==> config.mk <==
export PLATFORM = sky130hd
export DESIGN_NAME = register_file_bank
export DESIGN_NICKNAME = d
export VERILOG_FILES = /design/src/rtl/regfile_pkg.sv /design/src/rtl/regfile_clear_ctrl.sv /design/src/rtl/register_file_bank.sv
export SDC_FILE = /design/constraint.sdc
export NUM_CORES = 2
export LEC_CHECK = 0
export ABC_CLOCK_PERIOD_IN_PS = 3350
export CORE_MARGIN = 8
export CORE_UTILIZATION = 50
export DETAILED_ROUTE_END_ITERATION = 12
export GPL_ROUTABILITY_DRIVEN = 0
export GPL_TIMING_DRIVEN = 1
export PLACE_DENSITY = 0.74
export SLEW_MARGIN = 25
export SYNTH_ARGS = -nofsm -noshare
export SYNTH_HDL_FRONTEND = slang
export SYNTH_SLANG_ARGS = --single-unit
export TNS_END_PERCENT = 20
==> constraint.sdc <==
create_clock -name clk -period 3.35 [get_ports clk]
set_input_delay 0.67 -clock clk [delete_from_list [all_inputs] [get_ports clk]]
set_output_delay 0.67 -clock clk [all_outputs]
set_load 0.005 [all_outputs]
==> src/rtl/regfile_pkg.sv <==
// Shared types and helpers for the register file bank: clear-FSM states and address width.
package regfile_pkg;

    typedef enum logic [1:0] {
        IDLE  = 2'd0,
        CLEAR = 2'd1,
        DONE  = 2'd2
    } clearState_t;

    // Address width is clog2 of the register count, but never narrower than one bit.
    function automatic int unsigned addrWidth(input int unsigned nRegs);
        int unsigned w;
        w = $clog2(nRegs);
        return (w < 1) ? 1 : w;
    endfunction

endpackage

==> src/rtl/regfile_clear_ctrl.sv <==
// Clear-sweep controller: walks an index over every register, one per cycle, then pulses done.
module regfile_clear_ctrl
    import regfile_pkg::*;
#(
    parameter  int unsigned N_REGS = 32,
    localparam int unsigned ADDR_W = addrWidth(N_REGS)
) (
    input  logic              clk,
    input  logic              reset,
    input  logic              clearReq,
    output logic [ADDR_W-1:0] sweepIdx,
    output logic              sweepWr_c,
    output logic              fsmIdle_c,
    output logic              clearBusy,
    output logic              clearDone
);

    localparam logic [ADDR_W-1:0] LAST_IDX = ADDR_W'(N_REGS - 1);

    clearState_t       state;
    clearState_t       stateNext;
    logic [ADDR_W-1:0] idxNext;

    always_ff @(posedge clk or negedge reset) begin
        if (!reset) begin
            state     <= IDLE;
            sweepIdx  <= '0;
            clearBusy <= 1'b0;
            clearDone <= 1'b0;
        end else begin
            state     <= stateNext;
            sweepIdx  <= idxNext;
            clearBusy <= (stateNext != IDLE);
            clearDone <= (stateNext == DONE);
        end
    end

    always_comb begin
        stateNext = state;
        idxNext   = sweepIdx;
        sweepWr_c = 1'b0;
        fsmIdle_c = 1'b0;
        case (state)
            IDLE: begin
                fsmIdle_c = 1'b1;
                if (clearReq) begin
                    stateNext = CLEAR;
                    idxNext   = '0;
                end
            end
            CLEAR: begin
                sweepWr_c = 1'b1;
                // Hold the index at the last register so it never wraps.
                if (sweepIdx == LAST_IDX) begin
                    stateNext = DONE;
                end else begin
                    idxNext = sweepIdx + ADDR_W'(1);
                end
            end
            DONE: begin
                stateNext = IDLE;
                idxNext   = '0;
            end
            default: begin
                stateNext = IDLE;
                idxNext   = '0;
            end
        endcase
    end

endmodule

==> src/rtl/register_file_bank.sv <==
// Two-read, one-write register file with optional zero register, write forwarding
// and a sequential clear sweep.
module register_file_bank
    import regfile_pkg::*;
#(
    parameter  int unsigned N_BITS   = 32,
    parameter  int unsigned N_REGS   = 32,
    parameter  int unsigned ZERO_REG = 1,
    parameter  int unsigned BYPASS   = 1,
    localparam int unsigned ADDR_W   = addrWidth(N_REGS)
) (
    input  logic              clk,
    input  logic              reset,
    input  logic              reg_write,
    input  logic [ADDR_W-1:0] write_register,
    input  logic [N_BITS-1:0] write_data,
    input  logic [ADDR_W-1:0] read_register1,
    input  logic [ADDR_W-1:0] read_register2,
    output logic [N_BITS-1:0] read_data1,
    output logic [N_BITS-1:0] read_data2,
    input  logic              clear_req,
    output logic              clear_busy,
    output logic              clear_done
);

    localparam logic [ADDR_W:0] REG_COUNT = (ADDR_W + 1)'(N_REGS);

    logic [N_BITS-1:0] regs [N_REGS];
    logic [ADDR_W-1:0] sweepIdx;
    logic              sweepWr_c;
    logic              fsmIdle_c;
    logic              writeAccept_c;

    // An address is live when it names an existing register that is not the hard zero.
    function automatic logic addrValid(input logic [ADDR_W-1:0] a);
        return ({1'b0, a} < REG_COUNT) && !((ZERO_REG != 0) && (a == '0));
    endfunction

    regfile_clear_ctrl #(
        .N_REGS (N_REGS)
    ) u_clearCtrl (
        .clk       (clk),
        .reset     (reset),
        .clearReq  (clear_req),
        .sweepIdx  (sweepIdx),
        .sweepWr_c (sweepWr_c),
        .fsmIdle_c (fsmIdle_c),
        .clearBusy (clear_busy),
        .clearDone (clear_done)
    );

    assign writeAccept_c = reg_write && fsmIdle_c && addrValid(write_register);

    // Sweep and normal writes are exclusive: writes are only accepted while idle.
    always_ff @(posedge clk or negedge reset) begin
        if (!reset) begin
            for (int i = 0; i < int'(N_REGS); i++) begin
                regs[i] <= '0;
            end
        end else if (sweepWr_c) begin
            regs[sweepIdx] <= '0;
        end else if (writeAccept_c) begin
            regs[write_register] <= write_data;
        end
    end

    always_comb begin
        read_data1 = '0;
        read_data2 = '0;
        if (addrValid(read_register1)) begin
            if ((BYPASS != 0) && writeAccept_c && (write_register == read_register1)) begin
                read_data1 = write_data;
            end else begin
                read_data1 = regs[read_register1];
            end
        end
        if (addrValid(read_register2)) begin
            if ((BYPASS != 0) && writeAccept_c && (write_register == read_register2)) begin
                read_data2 = write_data;
            end else begin
                read_data2 = regs[read_register2];
            end
        end
    end

endmodule
==> impl_metrics.csv <==
group,metric,value,unit
global_routing,grt_pass1_vias,48800,
power,p_leak,0.0308,uW
global_routing,grt_overflow,0,
global_routing,grt_pass1_wl,336,mm
worst_setup_path,r2r_setup_slack,0.30,ns
final_layout,fin_util,0.626,
placement,hpwl,152,mm
clocking,cts_tree,"done",
synth,yosysWarnings,0,
synth,ys_ff_latch,1033,
worst_setup_path,start_kind,"primary input",
outcome,violations,"negative setup slack",
worst_hold_path,min_path_type,"primary input to async pin",
clocking,ctsRootBufferMaster,"clkbuf_16",
sta,final-hold-violation-count,0,
sta,maxSlewViolCount,0,
sta,fin_crit,3.73,ns
global_routing,met1_usage,0.455,
clocking,clock_latency,0.75,ns
synth,seq_area_frac_synth,0.479,
synth,async_flop_share,1.00,
global_routing,gr-max-usage-layer,"met2",
global_routing,grt_antenna_before_repair,10,
floorplan,num_io_pins,117,
sta,worst_slew_pin_slew,1.14,ns
synth,avgSynthCellArea,12.7,sq um
sta,fmax,268,MHz
clocking,numCtsBuffers,106,
worst_setup_path,critPathLaunch,"write_register[3]",
floorplan,core-area,0.107,sq mm
sta,fin_skew,0.0420,ns
floorplan,rows,120,
detailed_routing,wire_per_inst,37.8,um
placement,port_buffers,116,
clocking,clk_path_buf_depth,3,
sta,worst_slew_margin_rel,0.237,
worst_setup_path,cp-endpoint,"read_data2[0]",
worst_setup_path,timing.rr.start,"u_clearCtrl.state[0]$_DFF_PN0_",
synth,syn_nets,4320,
worst_setup_path,ff2ff_path_depth,7,
final_layout,drive_gt1_frac,0.318,
sta,rsz0062_at_grt,"yes",
worst_setup_path,cp_max_fo,6,
sta,fin_crit_sh,1.11,
power,p_per_area,553,mW/mm^2
synth,netlist_area,0.0540,sq mm
final_layout,fin_nets,4750,
detailed_routing,totalWireLength,234,mm
global_routing,grt_max_degree,82,
final_layout,area_growth,24.1,%
detailed_routing,drt_iter0_drc,8477,
flow_run,cap_violations,0,
floorplan,start_util,0.505,
outcome,status,"complete, but fails checks",
synth,synth_edf_count,0,
clocking,cts_hold_buf,0,
global_routing,gr-usage-met2,0.539,
detailed_routing,postRouteAntennaNets,0,
placement,place_ws,-1.38,ns
clocking,cts-htree-levels,3,
sta,setup_viol,61,
worst_setup_path,crit_type,"primary input to output port",
detailed_routing,vias,48700,
detailed_routing,vias_per_cell,7.87,
floorplan,die_area,0.119,sq mm
global_routing,gr-usage-met3,0.186,
synth,synth_ff_type,"dfrtp_1",
detailed_routing,firstDrtPassIters,10,
clocking,cts_sinks,1033,
floorplan,die_h,345,um
worst_setup_path,critPathCaptureType,"output port",
sta,fin_ws,-0.379,ns
worst_setup_path,r2r-end,"regs[65]$_DFFE_PN0P_",
synth,syn_inst,4264,
detailed_routing,drc_errors,0,
worst_setup_path,required,2.68,ns
global_routing,grt_usage,0.384,
power,ir_drop,0.475,mV
floorplan,die_w,345,um
synth,synth_cell_types,56,
final_layout,fillers,7719,
worst_setup_path,crit_arrival,3.06,ns
clocking,clkTransAtPathRegs,0.06,ns
-- metrics by stage --
step / hold slack [ns] / instance area, sq um / total power, uW / setup TNS [ns] / instances
2_1_floorplan: 0.374 / 54000 / 19200 / 0 / 4264
3_3_place_gp: 0.489 / 62100 / 23200 / -57.76 / 5943
3_5_place_dp: 0.495 / 62200 / 23400 / -60.40 / 5945
4_1_cts: 0.0685 / 66800 / 36400 / -13.42 / 6177
5_1_grt: 0.0663 / 67000 / 37800 / -15.74 / 6186
6_report: 0.0263 / 67000 / 37100 / -13.48 / 6193
-- registers in the layout (all words and copies together), names as in the netlist --
| register | cells |
|---|---|
| u_clearCtrl.clearDone | 1 |
| regs | 1024 |
| u_clearCtrl.sweepIdx | 5 |
| u_clearCtrl.clearBusy | 1 |
| u_clearCtrl.state | 2 |
-- worst min path at each step --
| stage | startpoint | slack (ns) | cells after the start | end |
|---|---|---|---|---|
| global route | reset | 0.07 | 1 | regs[221]$_DFFE_PN0P_ |
| detailed placement | regs[1012]$_DFFE_PN0P_ | 0.49 | 1 | regs[1012]$_DFFE_PN0P_ |
| CTS | reset | 0.07 | 1 | regs[221]$_DFFE_PN0P_ |
| floorplan | reset | 0.37 | 0 | regs[0]$_DFFE_PN0P_ |
| global placement | regs[1012]$_DFFE_PN0P_ | 0.49 | 1 | regs[1012]$_DFFE_PN0P_ |
| finish | reset | 0.03 | 1 | regs[221]$_DFFE_PN0P_ |
-- per-layer routing --
metal	part of all wire	wire (um)
met4	0.094	22000
met3	0.17	39700
met2	0.41	95700
met1	0.33	76200
met5	0.0016	375
-- Yosys cell counts (4+ instances only) --
cell type / number / area share
a211o_1: 24 / 0.0039
a31oi_1: 8 / 0.00093
xor2_1: 6 / 0.00097
nand2_1: 84 / 0.0058
o2111ai_1: 21 / 0.0034
a22oi_1: 118 / 0.016
inv_1: 7 / 0.00049
and3_1: 6 / 0.00070
a2bb2oi_1: 4 / 0.00065
o22ai_1: 66 / 0.0076
a21oi_1: 73 / 0.0068
o31ai_1: 4 / 0.00056
o311ai_0: 4 / 0.00065
mux4_2: 310 / 0.13
dfrtp_1: 1033 / 0.48
nand3_1: 36 / 0.0033
nor2_1: 81 / 0.0056
o211ai_1: 8 / 0.0011
nor2b_1: 22 / 0.0025
mux2i_1: 372 / 0.069
nor3b_1: 5 / 0.00070
buf_2: 66 / 0.0061
o21ai_0: 53 / 0.0049
buf_6: 4 / 0.00083
a221o_1: 30 / 0.0056
and2_1: 51 / 0.0059
buf_4: 24 / 0.0033
a22o_1: 1003 / 0.16
nor3_1: 76 / 0.0070
buf_1: 56 / 0.0039
ha_1: 5 / 0.0012
clkbuf_1: 408 / 0.028
nand3b_1: 6 / 0.00083
nor3_2: 12 / 0.0022
nand2b_1: 5 / 0.00058
a221oi_1: 49 / 0.0079
xnor2_1: 7 / 0.0011
mux2_2: 28 / 0.0058
o221ai_1: 5 / 0.00081
a211oi_1: 57 / 0.0079
a311oi_1: 7 / 0.0011
-- power by group --
part           switching (uW)  total, uW  internal [uW]
logic                    4890       8690           3800
clock network            5510      13100           7630
registers                1350      15200          13900
-- cells by family after synthesis --
group,after synthesis,share of synthesized area
and+or+nand+nor,399,0.0375
AOI/OAI and AO/OA,1538,0.233
DFF,1033,0.479
xor gates and xnor gates,13,0.00211
adders and majority gates,5,0.00116
muxes,710,0.204
buffers and inverters,566,0.0431
-- area by class of cell --
| type | count | area (sq um) | share of cell area |
|---|---|---|---|
| multi-input cells | 2665 | 27100 | 0.404 |
| flip-flops and latches | 1033 | 25800 | 0.386 |
| repair buffers | 880 | 8520 | 0.127 |
| clock buffers | 143 | 3040 | 0.0454 |
| well taps | 1403 | 1760 | 0.0262 |
| clock inverters | 53 | 776 | 0.0116 |
| inverters | 8 | 30.0 | 0.000448 |
| diodes | 8 | 20.0 | 0.000299 |
-- worst max-delay path, stage by stage --
cell and delay, ns:
buf_2 0.17, or3_4 0.39, o31a_1 0.35, and4_4 0.19, or3_4 0.43, buf_4 0.16
nor3_4 0.24, a211o_1 0.23, clkdlybuf4s15_2 0.23
-- layout by cell type (no fill, tap or decap), types with 55 or more instances in the layout --
master and instances:
mux2i_1 372, a22o_1 1000, clkbuf_16 106, o22ai_1 55, dfrtp_1 1033, mux4_2 310, a22oi_1 117, buf_12 125
buf_4 607, nand2_1 84
-- repair_timing --
action / 4_1_cts / 5_1_grt
cloned: 1 / 0
setup buffers: 37 / 8
endpoints found under the setup margin: 64 / 64
gates resized for setup: 319 / 90
pin swaps: 40 / 19
Note: power is estimated with default switching activity, not from simulation.
